===== config.mk =====
export PLATFORM = sky130hd
export DESIGN_NAME = dnn_result_collector
export DESIGN_NICKNAME = d
export VERILOG_FILES = /design/src/rtl/dnn_result_collector.sv
export SDC_FILE = /design/constraint.sdc
export NUM_CORES = 1
export LEC_CHECK = 0
export BUFFER_PORTS_ARGS = -buffer_cell sky130_fd_sc_hd__buf_2
export CORE_ASPECT_RATIO = 0.75
export CORE_MARGIN = 3
export CORE_UTILIZATION = 26
export DETAILED_ROUTE_END_ITERATION = 10
export SYNTH_ARGS = -nofsm -noshare
export SYNTH_HDL_FRONTEND = slang
export SYNTH_SLANG_ARGS = --single-unit

===== constraint.sdc =====
create_clock -name clk -period 9.9 [get_ports clk]
set_input_delay 0.99 -clock clk [delete_from_list [all_inputs] [get_ports clk]]
set_output_delay 0.99 -clock clk [all_outputs]
set_load 0.005 [all_outputs]

===== src/rtl/dnn_result_collector.sv =====
// Pairs DNN out0/out1 scores into class/margin results and queues them in an FWFT FIFO.
// Latency: result visible 1 cycle after the completing ready. Backpressure: res_ready; a full FIFO drops the new result and flags overflow.
module dnn_result_collector #(
    parameter int output_width = 17,
    parameter int fifo_depth   = 4,
    parameter int cnt_width    = 16
) (
    input  logic                              clk,
    input  logic                              rst,
    input  logic                              out0_ready,
    input  logic                              out1_ready,
    input  logic [output_width-1:0]           out0,
    input  logic [output_width-1:0]           out1,
    output logic                              res_valid,
    input  logic                              res_ready,
    output logic                              res_class,
    output logic [output_width:0]             res_margin,
    output logic [$clog2(fifo_depth):0]       fifo_level,
    output logic                              overflow,
    output logic                              pair_err,
    output logic [cnt_width-1:0]              result_cnt
);

    localparam int AW = $clog2(fifo_depth);
    localparam int LW = AW + 1;

    typedef struct packed {
        logic                  cls;
        logic [output_width:0] mar;
    } res_t;

    logic                    hold0_v_q, hold0_v_d, hold1_v_q, hold1_v_d;
    logic [output_width-1:0] hold0_q, hold0_d, hold1_q, hold1_d;
    logic                    pair_err_q, pair_err_d;
    logic                    overflow_q, overflow_d;
    logic [cnt_width-1:0]    result_cnt_q, result_cnt_d;
    logic [LW-1:0]           count_q, count_d;
    logic [AW-1:0]           wr_ptr_q, wr_ptr_d, rd_ptr_q, rd_ptr_d;
    res_t                    last_q, last_d;
    res_t                    mem [fifo_depth];

    logic                        complete, full, pop, push_ok;
    logic signed [output_width:0] s0, s1, diff;
    res_t                        new_res, head;

    // A pair completes when both scores are available at this edge, fresh or held.
    assign complete = (out0_ready && out1_ready) ||
                      (out0_ready && hold1_v_q)  ||
                      (out1_ready && hold0_v_q);

    assign s0   = out0_ready ? {out0[output_width-1], out0} : {hold0_q[output_width-1], hold0_q};
    assign s1   = out1_ready ? {out1[output_width-1], out1} : {hold1_q[output_width-1], hold1_q};
    assign diff = s0 - s1;

    assign new_res.cls = diff[output_width];
    assign new_res.mar = diff[output_width] ? $unsigned(-diff) : $unsigned(diff);

    assign res_valid = (count_q != '0);
    assign full      = (count_q == LW'(fifo_depth));
    assign pop       = res_valid && res_ready;
    assign push_ok   = complete && (!full || pop);

    assign head       = res_valid ? mem[rd_ptr_q] : last_q;
    assign res_class  = head.cls;
    assign res_margin = head.mar;
    assign fifo_level = count_q;
    assign overflow   = overflow_q;
    assign pair_err   = pair_err_q;
    assign result_cnt = result_cnt_q;

    always_comb begin
        hold0_v_d    = hold0_v_q;
        hold1_v_d    = hold1_v_q;
        hold0_d      = hold0_q;
        hold1_d      = hold1_q;
        pair_err_d   = pair_err_q;
        overflow_d   = overflow_q;
        result_cnt_d = result_cnt_q;
        count_d      = count_q;
        wr_ptr_d     = wr_ptr_q;
        rd_ptr_d     = rd_ptr_q;
        last_d       = last_q;

        if (complete) begin
            hold0_v_d = 1'b0;
            hold1_v_d = 1'b0;
        end else begin
            if (out0_ready) begin
                pair_err_d = pair_err_q | hold0_v_q;
                hold0_v_d  = 1'b1;
                hold0_d    = out0;
            end
            if (out1_ready) begin
                pair_err_d = pair_err_d | hold1_v_q;
                hold1_v_d  = 1'b1;
                hold1_d    = out1;
            end
        end

        if (complete && !push_ok) begin
            overflow_d = 1'b1;
        end
        if (push_ok) begin
            wr_ptr_d     = wr_ptr_q + AW'(1);
            result_cnt_d = result_cnt_q + cnt_width'(1);
        end
        // Popped head is kept so the outputs hold their last value once empty.
        if (pop) begin
            rd_ptr_d = rd_ptr_q + AW'(1);
            last_d   = mem[rd_ptr_q];
        end
        if (push_ok && !pop) begin
            count_d = count_q + LW'(1);
        end else if (pop && !push_ok) begin
            count_d = count_q - LW'(1);
        end
    end

    always_ff @(posedge clk or posedge rst) begin
        if (rst) begin
            hold0_v_q    <= 1'b0;
            hold1_v_q    <= 1'b0;
            hold0_q      <= '0;
            hold1_q      <= '0;
            pair_err_q   <= 1'b0;
            overflow_q   <= 1'b0;
            result_cnt_q <= '0;
            count_q      <= '0;
            wr_ptr_q     <= '0;
            rd_ptr_q     <= '0;
            last_q       <= '0;
        end else begin
            hold0_v_q    <= hold0_v_d;
            hold1_v_q    <= hold1_v_d;
            hold0_q      <= hold0_d;
            hold1_q      <= hold1_d;
            pair_err_q   <= pair_err_d;
            overflow_q   <= overflow_d;
            result_cnt_q <= result_cnt_d;
            count_q      <= count_d;
            wr_ptr_q     <= wr_ptr_d;
            rd_ptr_q     <= rd_ptr_d;
            last_q       <= last_d;
        end
    end

    always_ff @(posedge clk) begin
        if (push_ok) begin
            mem[wr_ptr_q] <= new_res;
        end
    end

endmodule


Yosys cells after proc, flatten, opt, wreduce, memory -nomap -nowiden
Memory sizes are Yosys's and may differ from the RTL's.
Cells that the tools add are included.

word-level totals
  output and inout bits = 41
  word-level logic and storage cells = 59
  register bits after elaboration = 80
  input port bits = 39
  RAM bits = 76
  memories = 1

cells by class
  reduce and logical (&&, ||, !) cells = 20
  bitwise gates (word level) = 3
  muxes and demuxes = 15
  equality and inequality tests = 1
  add/sub/neg operators = 7

memories
  name  depth  width  rd ports  clocked after memory_dff  write ports  RTL line  text
  mem   4      19     1         0                         1            40        res_t mem [fifo_depth];

operators with widths
  cell                                                                 number
  18-bit two-way mux                                                   3
  19-bit two-way mux                                                   1
  18-bit negator                                                       1
  18-bit subtractor                                                    1
  16-bit by 1-bit adder with 16-bit output (second input constant)     1
  1-bit two-way mux                                                    9
  1-bit logical AND                                                    8
  3-bit two-way mux                                                    2
  2-bit nonzero test                                                   3
  2-bit by 1-bit adder with 2-bit output (second input constant)       2
  2-bit AND reduction                                                  2
  3-bit by 1-bit adder with 3-bit output (second input constant)       1
  3-bit equality test (second input constant)                          1
  1-bit logical NOT                                                    3
  1-bit logical OR                                                     3
  3-bit nonzero test                                                   1
  3-bit by 1-bit subtractor with 3-bit output (second input constant)  1
  1-bit OR                                                             2
  1-bit inverter                                                       1

Longest topological paths before layout
  depth in word-level cells = 8
  mapped depth = 14
  depth with buffers taken out = 12

Worst setup path after synthesis
Ideal clock, no wire load.

  path type = input-to-reg
  from = input port out0_ready
  to = memory mem[0][17] in the netlist's numbering (data pin)
  slack = 5.226 ns
  arrival = 4.410 ns
  data required time = 9.635 ns
  library setup time = 0.265 ns
  stages on the path = 14
  buffers on the path = 2
  path through = clkbuf_1 > buf_1 > mux2i_1 > ha_1 > inv_1 > fa_1 > a21o_1 > a221oi_4 > nor2_1 > a211o_1 > a21o_1 > o41a_1 > xnor2_2 > and4_1

RTL lines
  element          RTL line  text
  start, declared  10        input logic out0_ready,
  end, declared    40

==> run_results.csv <==
group,metric,value,unit
timing,finalClockSkew,16.6,ps
critical_path,reg2reg_depth,11,
cts,cts_sinks,156,
placed_design,place_ws,4670,ps
placed_design,place_hpwl,11.7,mm
global_routing,grt_usage,10.6,%
timing,drv_slew,0,
die,initial_utilization,26.7,%
cts,cts_resized,0,
die,die_w,207,um
cts,numCtsBuffers,17,
timing,setup_ws,5140,ps
cts,clk_pin_slew,70,ps
synthesis,syn-instance-count,567,
synthesis,syn_area,7840,um2
placed_design,port_buffers,79,
timing,setup_tns,0,ps
detailed_routing,drt-total-wl,16.4,mm
finish,syn_to_final_growth,17.9,%
worst_hold_path,min_from,"result_cnt[15]$_DFFE_PP0P_",
placed_design,dpl.cell_count,1016,
die,io_pins,80,
detailed_routing,dr.first_iter.drc_count,202,
timing,period_needed,4760,ps
die,row_count,54,
synthesis,synth-seq-area-share,54.6,%
finish,post_layout_nonfiller_instances,1048,
global_routing,first_global_vias,4542,
synthesis,synth-seq-cells,156,
cts,cts_htree_levels,4,
critical_path,cp_max_fo,21,
cts,cts_hold_buf,0,
synthesis,synth.distinct_cells,52,
finish,fin_nets,708,
synthesis,synthFlopType,"dfrtp_1",
finish,antenna_cells,0,
flow_run,max_cap_violations,0,
critical_path,criticalPathCategory,"in2reg",
timing,finalCritPeriodShare,48.1,%
die,core,29400,um2
die,die_area,32300,um2
power_and_ir_drop,power.density,292,nW/um2
detailed_routing,vias_per_cell,4.44,
synthesis,synth_top_area_share,29.1,%
synthesis,async_reset_ff_share,51.3,%
cts,root_buffer,"clkbuf_16",
cts,clk_latency,430,ps
synthesis,synth-edff-count,76,
worst_hold_path,hold_depth,1,
synthesis,ys_warn_count,0,
timing,hold_viol,0,
cts,cts_setup_buffers,0,
timing,max_freq,210,MHz
placed_design,gp_congestion,0.790,
timing,finalSetupViolations,0,
power_and_ir_drop,p_total,2.70,mW
cts,tritoncts,"built",
detailed_routing,drcViolationCount,0,
power_and_ir_drop,peakVddDrop,141,uV
synthesis,synth_nets,632,
critical_path,arrival,4970,ps
timing,worstMarginPinSlew,1020,ps
critical_path,critPathLaunchType,"input port",
timing,max-slew-margin-rel,32.2,%
critical_path,cp-startpoint,"out0_ready",
critical_path,crit_path_end_kind,"register",
global_routing,grt_pass1_wl,26.4,mm
synthesis,synthTopCellsByArea,"edfxtp_1, dfrtp_1, mux2_2",
run_status,status,"finished clean",
worst_hold_path,hp-class,"reg2reg",
global_routing,antenna_found_initial,0,
synthesis,yosysTopAreaCell,"edfxtp_1",
synthesis,avgSynthCellArea,13.8,um2
detailed_routing,dr.pass1.iters,5,
power_and_ir_drop,power_leakage,3.64,nW
critical_path,worstPathRequired,10100,ps
die,die_height,156,um
detailed_routing,ant_nets,0,
detailed_routing,post_drt_wl_per_cell,15.6,um
detailed_routing,dr_total_vias,4650,
critical_path,reg2reg_from,"hold0_q[6]$_DFFE_PP0P_",
finish,drive_gt1_share,35.7,%
global_routing,grt_max_degree,43,
timing,rsz0062_at_grt,"false",
global_routing,gr-total-overflow,0,
cts,clockBufferDepth,2,
==> sequential cells by signal (all words and copies together) (netlist names) <==
| register | cells |
|---|---|
| hold1_q | 17 |
| result_cnt | 16 |
| fifo_level | 3 |
| hold0_q | 17 |
| mem | 76 |
| last_q | 19 |
| overflow | 1 |
| pair_err | 1 |
| hold0_v_q | 1 |
| hold1_v_q | 1 |
| wr_ptr_q | 2 |
| rd_ptr_q | 2 |
==> worst paths after layout <==
kind	end	slack (ps)
max	mem[1][8]$_DFFE_PP_	5140
min	result_cnt[15]$_DFFE_PP0P_	470
max reg2reg	mem[1][8]$_DFFE_PP_	5860
min reg2reg	result_cnt[15]$_DFFE_PP0P_	470
max in group asynchronous	last_q[12]$_DFFE_PP0P_	8240
min in group asynchronous	hold1_q[12]$_DFFE_PP0P_	640
==> worst max-delay path: stages <==
cell and delay, ps:
buf_2 400, mux2_2 400, ha_1 400, a21oi_1 140, o21ai_0 430, nand2_1 130, nand3_1 150, nand4_1 110
a41oi_1 750, clkinv_1 510, o21ai_0 220, xor2_1 330
==> layout by cell type (no fill, tap or decap), types with 3 or more instances in the layout <==
cell | netlist | routed
or2_2 | 3 | 3
buf_2 | 1 | 79
mux4_2 | 19 | 19
edfxtp_1 | 76 | 76
clkinvlp_4 | 0 | 3
and3_1 | 7 | 7
dfrtp_1 | 80 | 80
mux2_2 | 91 | 91
ha_1 | 24 | 24
a21o_1 | 8 | 8
o211ai_1 | 5 | 5
o21ai_0 | 15 | 15
nor2b_1 | 6 | 6
o2111ai_1 | 3 | 3
and4_1 | 4 | 4
clkbuf_16 | 0 | 17
clkinv_8 | 0 | 4
inv_1 | 10 | 9
and2_1 | 6 | 6
buf_4 | 0 | 5
xnor2_1 | 35 | 35
nand2_1 | 22 | 22
nand3_1 | 11 | 11
a31oi_1 | 4 | 4
a21oi_1 | 17 | 17
nand4_1 | 5 | 5
xor2_1 | 12 | 12
mux2i_1 | 18 | 18
nor3_1 | 9 | 9
nor2_1 | 20 | 20
inv_8 | 0 | 3
==> area by class of cell <==
cell class                      instances  area, um2
Fill cell                            2963      20100
Sequential cell                       156       4280
Multi-Input combinational cell        373       3410
Tap cell                              392        490
Timing Repair Buffer                   84        433
Clock buffer                           17        425
Clock inverter                         15        160
Inverter                               11       42.5
==> Yosys cell counts, drive strengths merged, types with 6 or more instances <==
library cell / number
a21o: 8
clkbuf: 17
and3: 7
xor2: 12
nand3: 11
nor2b: 6
mux2: 91
nor3: 10
mux4: 19
edfxtp: 76
buf: 10
dfrtp: 80
nor2: 20
nand2: 22
ha: 24
a21oi: 17
xnor2: 36
o21ai: 15
inv: 10
mux2i: 18
and2: 6
==> routing by layer <==
metal | vias up | part of all wire (%) | GRT usage (%)
met3 | 4 | 5.8 | 2.87
met4 | 0 | 0.19 | 2.13
met5 | - | 0 | 0
met2 | 87 | 39 | 13.6
li1 | 2281 | - | -
met1 | 2278 | 55 | 17.5
==> power breakdown <==
part           internal (mW)  total, mW  switching (mW)
logic                  0.480       1.02           0.545
registers              0.956       1.05          0.0922
clock network          0.335      0.632           0.296
total                   1.77       2.70           0.933
==> stage by stage <==
stage | cell area, um2 | hold slack, ps | utilization, %
after floorplan | 7840 | 451 | -
after global placement | 8660 | 456 | 29.5
after detailed placement | 8660 | 465 | 29.5
after CTS | 9250 | 476 | 31.5
after global routing | 9250 | 513 | 31.5
final | 9250 | 473 | 31.5
==> kinds of logic after synthesis <==
family	after synthesis	share of synthesized area, %
and+or+nand+nor	102	6.81
muxes	128	20.8
DFF	156	54.6
adders and majority gates	26	4.34
buffers and inverters	38	1.93
AOI/OAI and AO/OA	69	6.03
xor gates and xnor gates	48	5.46
No activity file was read; power rests on OpenSTA's default activity.
